--- src/rtl/alu_arbiter_pkg.sv ---
// Shared definitions for the two-requester ALU arbiter: opcodes, requester ID
// width and the response-buffer state encoding.
package alu_arbiter_pkg;

  localparam logic [3:0] OP_ADD = 4'b0000;
  localparam logic [3:0] OP_SUB = 4'b0001;
  localparam logic [3:0] OP_XOR = 4'b0010;
  localparam logic [3:0] OP_OR  = 4'b0011;
  localparam logic [3:0] OP_AND = 4'b0100;
  localparam logic [3:0] OP_SLL = 4'b0101;
  localparam logic [3:0] OP_SRL = 4'b0110;
  localparam logic [3:0] OP_SLT = 4'b0111;

  localparam int ID_W = 1;

  localparam logic [0:0] ST_EMPTY = 1'b0;
  localparam logic [0:0] ST_FULL  = 1'b1;

endpackage

--- src/rtl/alu_arbiter_alu.sv ---
// Shared combinational ALU. Unknown opcodes pass A through; zero is only
// reported for SUB.
module alu_arbiter_alu
  import alu_arbiter_pkg::*;
#(
  parameter int N = 32
) (
  input  logic [3:0]   op,
  input  logic [N-1:0] a,
  input  logic [N-1:0] b,
  output logic [N-1:0] result,
  output logic         zero
);

  localparam int SH_W = $clog2(N);

  logic shift_oob;
  assign shift_oob = |b[N-1:SH_W];

  // NOTE: result gets a default before the case so no path leaves it unassigned and infers a latch.
  always_comb begin
    result = a;
    case (op)
      OP_ADD:  result = a + b;
      OP_SUB:  result = a - b;
      OP_XOR:  result = a ^ b;
      OP_OR:   result = a | b;
      OP_AND:  result = a & b;
      OP_SLL:  result = shift_oob ? '0 : (a << b[SH_W-1:0]);
      OP_SRL:  result = shift_oob ? '0 : (a >> b[SH_W-1:0]);
      OP_SLT:  result = {{(N-1){1'b0}}, (a < b)};
      default: result = a;
    endcase
  end

  assign zero = (op == OP_SUB) && (result == '0);

endmodule

--- src/rtl/alu_arbiter.sv ---
// Round-robin arbiter sharing one ALU between two valid/ready requesters, with a
// single-entry registered response buffer that can drain and refill each cycle.
module alu_arbiter
  import alu_arbiter_pkg::*;
#(
  parameter int N = 32
) (
  input  logic            clk,
  input  logic            rst,
  input  logic            req0_valid,
  output logic            req0_ready,
  input  logic [3:0]      req0_op,
  input  logic [N-1:0]    req0_a,
  input  logic [N-1:0]    req0_b,
  input  logic            req1_valid,
  output logic            req1_ready,
  input  logic [3:0]      req1_op,
  input  logic [N-1:0]    req1_a,
  input  logic [N-1:0]    req1_b,
  output logic            rsp_valid,
  input  logic            rsp_ready,
  output logic [ID_W-1:0] rsp_id,
  output logic [N-1:0]    rsp_result,
  output logic            rsp_zero,
  output logic [15:0]     busy_cycles
);

  logic [0:0]   state;
  logic         last_grant;
  logic         can_issue;
  logic         grant0;
  logic         grant1;
  logic [3:0]   alu_op;
  logic [N-1:0] alu_a;
  logic [N-1:0] alu_b;
  logic [N-1:0] alu_result;
  logic         alu_zero;
  logic         sub_equal;

  assign rsp_valid = (state == ST_FULL);
  assign can_issue = (state == ST_EMPTY) || rsp_ready;

  // On conflict the requester that did not win last time goes next.
  assign grant0 = can_issue & req0_valid & (~req1_valid | last_grant);
  assign grant1 = can_issue & req1_valid & (~req0_valid | ~last_grant);

  assign req0_ready = grant0 & ~rst;
  assign req1_ready = grant1 & ~rst;

  assign alu_op = grant1 ? req1_op : (grant0 ? req0_op : OP_ADD);
  assign alu_a  = grant1 ? req1_a  : req0_a;
  assign alu_b  = grant1 ? req1_b  : req0_b;

  alu_arbiter_alu #(.N(N)) u_alu (
    .op     (alu_op),
    .a      (alu_a),
    .b      (alu_b),
    .result (alu_result),
    .zero   (alu_zero)
  );

  assign sub_equal = (alu_op == OP_SUB) && (alu_a == alu_b);

  // NOTE: sequential state uses non-blocking assignments so every register samples pre-edge values.
  always_ff @(posedge clk) begin
    if (rst) begin
      state       <= ST_EMPTY;
      last_grant  <= 1'b1;
      rsp_id      <= '0;
      rsp_result  <= '0;
      rsp_zero    <= 1'b0;
      busy_cycles <= '0;
    end else begin
      if (grant0 || grant1) begin
        state      <= ST_FULL;
        last_grant <= grant1;
        rsp_id     <= ID_W'(grant1);
        rsp_result <= sub_equal ? '0 : alu_result;
        rsp_zero   <= sub_equal ? 1'b1 : alu_zero;
      end else if (state == ST_FULL && rsp_ready) begin
        state <= ST_EMPTY;
      end

      if (state == ST_FULL && !rsp_ready && busy_cycles != 16'hFFFF)
        busy_cycles <= busy_cycles + 16'd1;
    end
  end

endmodule

--- config.mk ---
export PLATFORM = sky130hd
export DESIGN_NAME = alu_arbiter
export DESIGN_NICKNAME = d
export VERILOG_FILES = /design/src/rtl/alu_arbiter_pkg.sv /design/src/rtl/alu_arbiter_alu.sv /design/src/rtl/alu_arbiter.sv
export SDC_FILE = /design/constraint.sdc
export NUM_CORES = 1
export LEC_CHECK = 0
export ABC_AREA = 1
export BUFFER_PORTS_ARGS = -buffer_cell sky130_fd_sc_hd__buf_4
export CAP_MARGIN = 25
export CORE_MARGIN = 1.5
export CORE_UTILIZATION = 40
export DETAILED_ROUTE_END_ITERATION = 10
export GPL_TIMING_DRIVEN = 0
export PLACE_DENSITY = 0.57
export SLEW_MARGIN = 10
export SYNTH_ARGS = -nofsm -noshare
export SYNTH_HDL_FRONTEND = slang
export SYNTH_HIERARCHICAL = 1
export SYNTH_SLANG_ARGS = --single-unit
--- constraint.sdc ---
create_clock -name clk -period 14 [get_ports clk]
set_clock_uncertainty 0.2 [all_clocks]
set_input_delay 4.2 -clock clk [delete_from_list [all_inputs] [get_ports clk]]
set_output_delay 4.2 -clock clk [all_outputs]
set_load 0.02 [all_outputs]
==> metrics <==
CORE AREA around 0.037 mm2; clk slew on worst S/H paths 0.07 ns; number of synthesized flops with an enable pin 0; Cell Pwr Density 82.0 mW/mm2; Clock H-tree levels 2; Data required, critical path roughly 9.6 ns; syn nets about 3,200; Total GRT Usage 0.421; TritonCTS clock tree yes; Initial DRC Count ~2,700; Reg-to-Reg Start last_grant$_SDFFE_PP1P_; largest net degree at the start of global routing 16; worst reg-to-reg setup slack about 8.4 ns; global-route wire length before repair approximately 120,000 um; RSZ-0062 raised after global routing false; P_leak just under 10 nW; crit path launch type input pin; Initial DRT Pass Iterations 6; min Tclk post-route a little under 10 ns; Util after Layout 0.467; worst path arrival time ~5.3 ns; Max Cap Viol 0; relative slew slack 0.228; Syn Std Cell Area between 0.01 and 0.015 mm2; status finished clean; drt wl/cell 22.6 um; cell count after placement roughly 3,700; warnings from Yosys 6; post-synth top area share 0.276; # diodes 0; clk sinks 52; I/O pin total approximately 190; Routed WL 82,600 um; DP Area between 0.015 and 0.02 mm2; CTS buffer count 5; Die Height ~200 um; Syn Inst Count ~3,000; clk buf depth 2; port bufs between 150 and 200; CP Class input pin to output port; DRC Markers 0; Reg-to-Reg End rsp_zero$_SDFFE_PP0P_; post-synthesis sequential area ratio 0.0702; chip width between 150 and 200 um; most common cell in the netlist nand2_1; layout cells sized above 1 0.119; CP Capture Type output port; area grow syn2layout 14.9%; Top FF cell, synth dfxtp_1; die footprint 0.0382 mm2; setup TNS 0 ns; # rows 70; Tcrit/Tclk final 0.695; Skew-Pair Late Insertion Delay 0.29 ns; Synth Register Bits 52; r2r worst-path depth 27; vias in the first global route 19,173; Synth top cells by count nand2_1 (1,092), inv_1 (435), nand3_1 (372); Antenna Nets Post-Route 0; Hold Path Depth 2; final slew viol count 0; Avg Synthesized Cell Area between 4 and 5 um2; cell taking the most area after synthesis nand2_1; DP HPWL ~69,000 um; gp weighted congestion about 1.1; Design Area, Final 0.0170 mm2; CTS Hold Buffers Added 0; initial antenna violation count 1; routed vias 20,892; hold path start rsp_result[20]$_SDFFE_PP0P_; Worst Hold Class flop to flop; post-route setup slack approximately 4.3 ns; setup bufs post-CTS 0; post-synthesis async set-or-reset flop share 0; # setup viols final 0; Yosys cell types 53; Peak VDD IR 41.2 uV; Initial Util 0.406; CTS root buf clkbuf_16; PostCTS Resize Cnt 0; final std cells w/o fill between 3,000 and 4,000; worst hold endpoint rsp_result[20]$_SDFFE_PP0P_; Slew @ Worst Pin approximately 1.1 ns; Congestion Overflow GR 0; Fill cells between 4,000 and 5,000; FMAX between 0.1 and 0.15 GHz; DR vias/cell roughly 5.7; Synth area leaders nand2_1 (28%), nand3_1 (13%), inv_1 (11%), ha_1 (8.7%), nor2_1 (7.5%); Hold Vio Cnt, Final 0; fin nets about 3,400; Max Fanout on Critical Path 10; DP Worst Slack between 4 and 5 ns
## layer usage
metal,vias up,share of wire,track usage
met5,-,0,0
met4,0,0.070,0.248
met3,247,0.11,0.0820
met2,1317,0.43,0.673
met1,9480,0.39,0.526
li1,9848,-,-
## metrics by stage
step | hold slack (ns) | power (mW)
floorplan | 0.296 | 0.842
global placement | 0.256 | 1.22
detailed placement | 0.256 | 1.23
CTS | 0.266 | 1.35
global route | 0.289 | 1.49
finish | 0.266 | 1.40
## how the worst max path moves through the flow
stage	start	end	slack [ns]
after CTS	req0_valid	req1_ready	4.28
after global placement	req0_valid	req1_ready	4.31
after global routing	req0_valid	req1_ready	4.24
after floorplan	req1_valid	req1_ready	4.47
after detailed placement	req0_valid	req1_ready	4.28
final	req0_valid	req1_ready	4.27
## layout by cell type, fill, tap and decap left out, types with 20 or more instances in the layout
| cell type | netlist | final |
|---|---|---|
| nand3_1 | 372 | 372 |
| clkbuf_1 | 26 | 27 |
| inv_1 | 435 | 435 |
| nand2_2 | 24 | 24 |
| nor2_1 | 295 | 295 |
| o21ai_1 | 20 | 20 |
| buf_2 | 64 | 65 |
| nand2_1 | 1092 | 1092 |
| nor3_1 | 24 | 24 |
| dfxtp_1 | 52 | 52 |
| o21ai_0 | 95 | 95 |
| nand4_1 | 74 | 74 |
| buf_4 | 19 | 214 |
| a21oi_1 | 147 | 147 |
| ha_1 | 103 | 103 |
## critical path, cell delays in order
cell and delay, ns:
buf_4 0.11, nand2_2 0.18, nand3_4 0.12, buf_6 0.15, buf_6 0.15, buf_6 0.16
nor2_1 0.10, buf_4 0.15
## where the power goes
| group | total [mW] | leakage (nW) | switching [mW] | internal, mW |
|---|---|---|---|---|
| combinational | 1.10 | 9.35 | 0.788 | 0.313 |
| sequential | 0.171 | 0.425 | 0.00827 | 0.162 |
| clock | 0.127 | 0.0701 | 0.0552 | 0.0714 |
## final cells by class
type	count	area, um2	area share
inverters	450	1690	0.0993
clock inverters	1	7.51	0.000441
well taps	468	586	0.0344
plain buffers	135	768	0.0451
clock buffers	7	143	0.00837
repair buffers	196	1470	0.0862
multi-input cells	2353	11300	0.665
flip-flops and latches	52	1040	0.0611
## flip-flops by register name, indices dropped and copies added, names as in the netlist
name         flops
busy_cycles     16
last_grant       1
rsp_id           1
rsp_result      32
rsp_valid        1
rsp_zero         1
## cells by family (layout without fill, tap and decap cells)
family / count (synthesis) / after routing / share of synthesized area
AND/OR/NAND/NOR: 1932 / 1932 / 0.556
buffers and inverters: 585 / 789 / 0.166
AO/OA/AOI/OAI: 313 / 313 / 0.116
adder cells (fa/ha/maj): 105 / 105 / 0.0896
flip-flops: 52 / 52 / 0.0702
XOR/XNOR: 3 / 3 / 0.00177
Note: power is estimated with default switching activity, not from simulation.
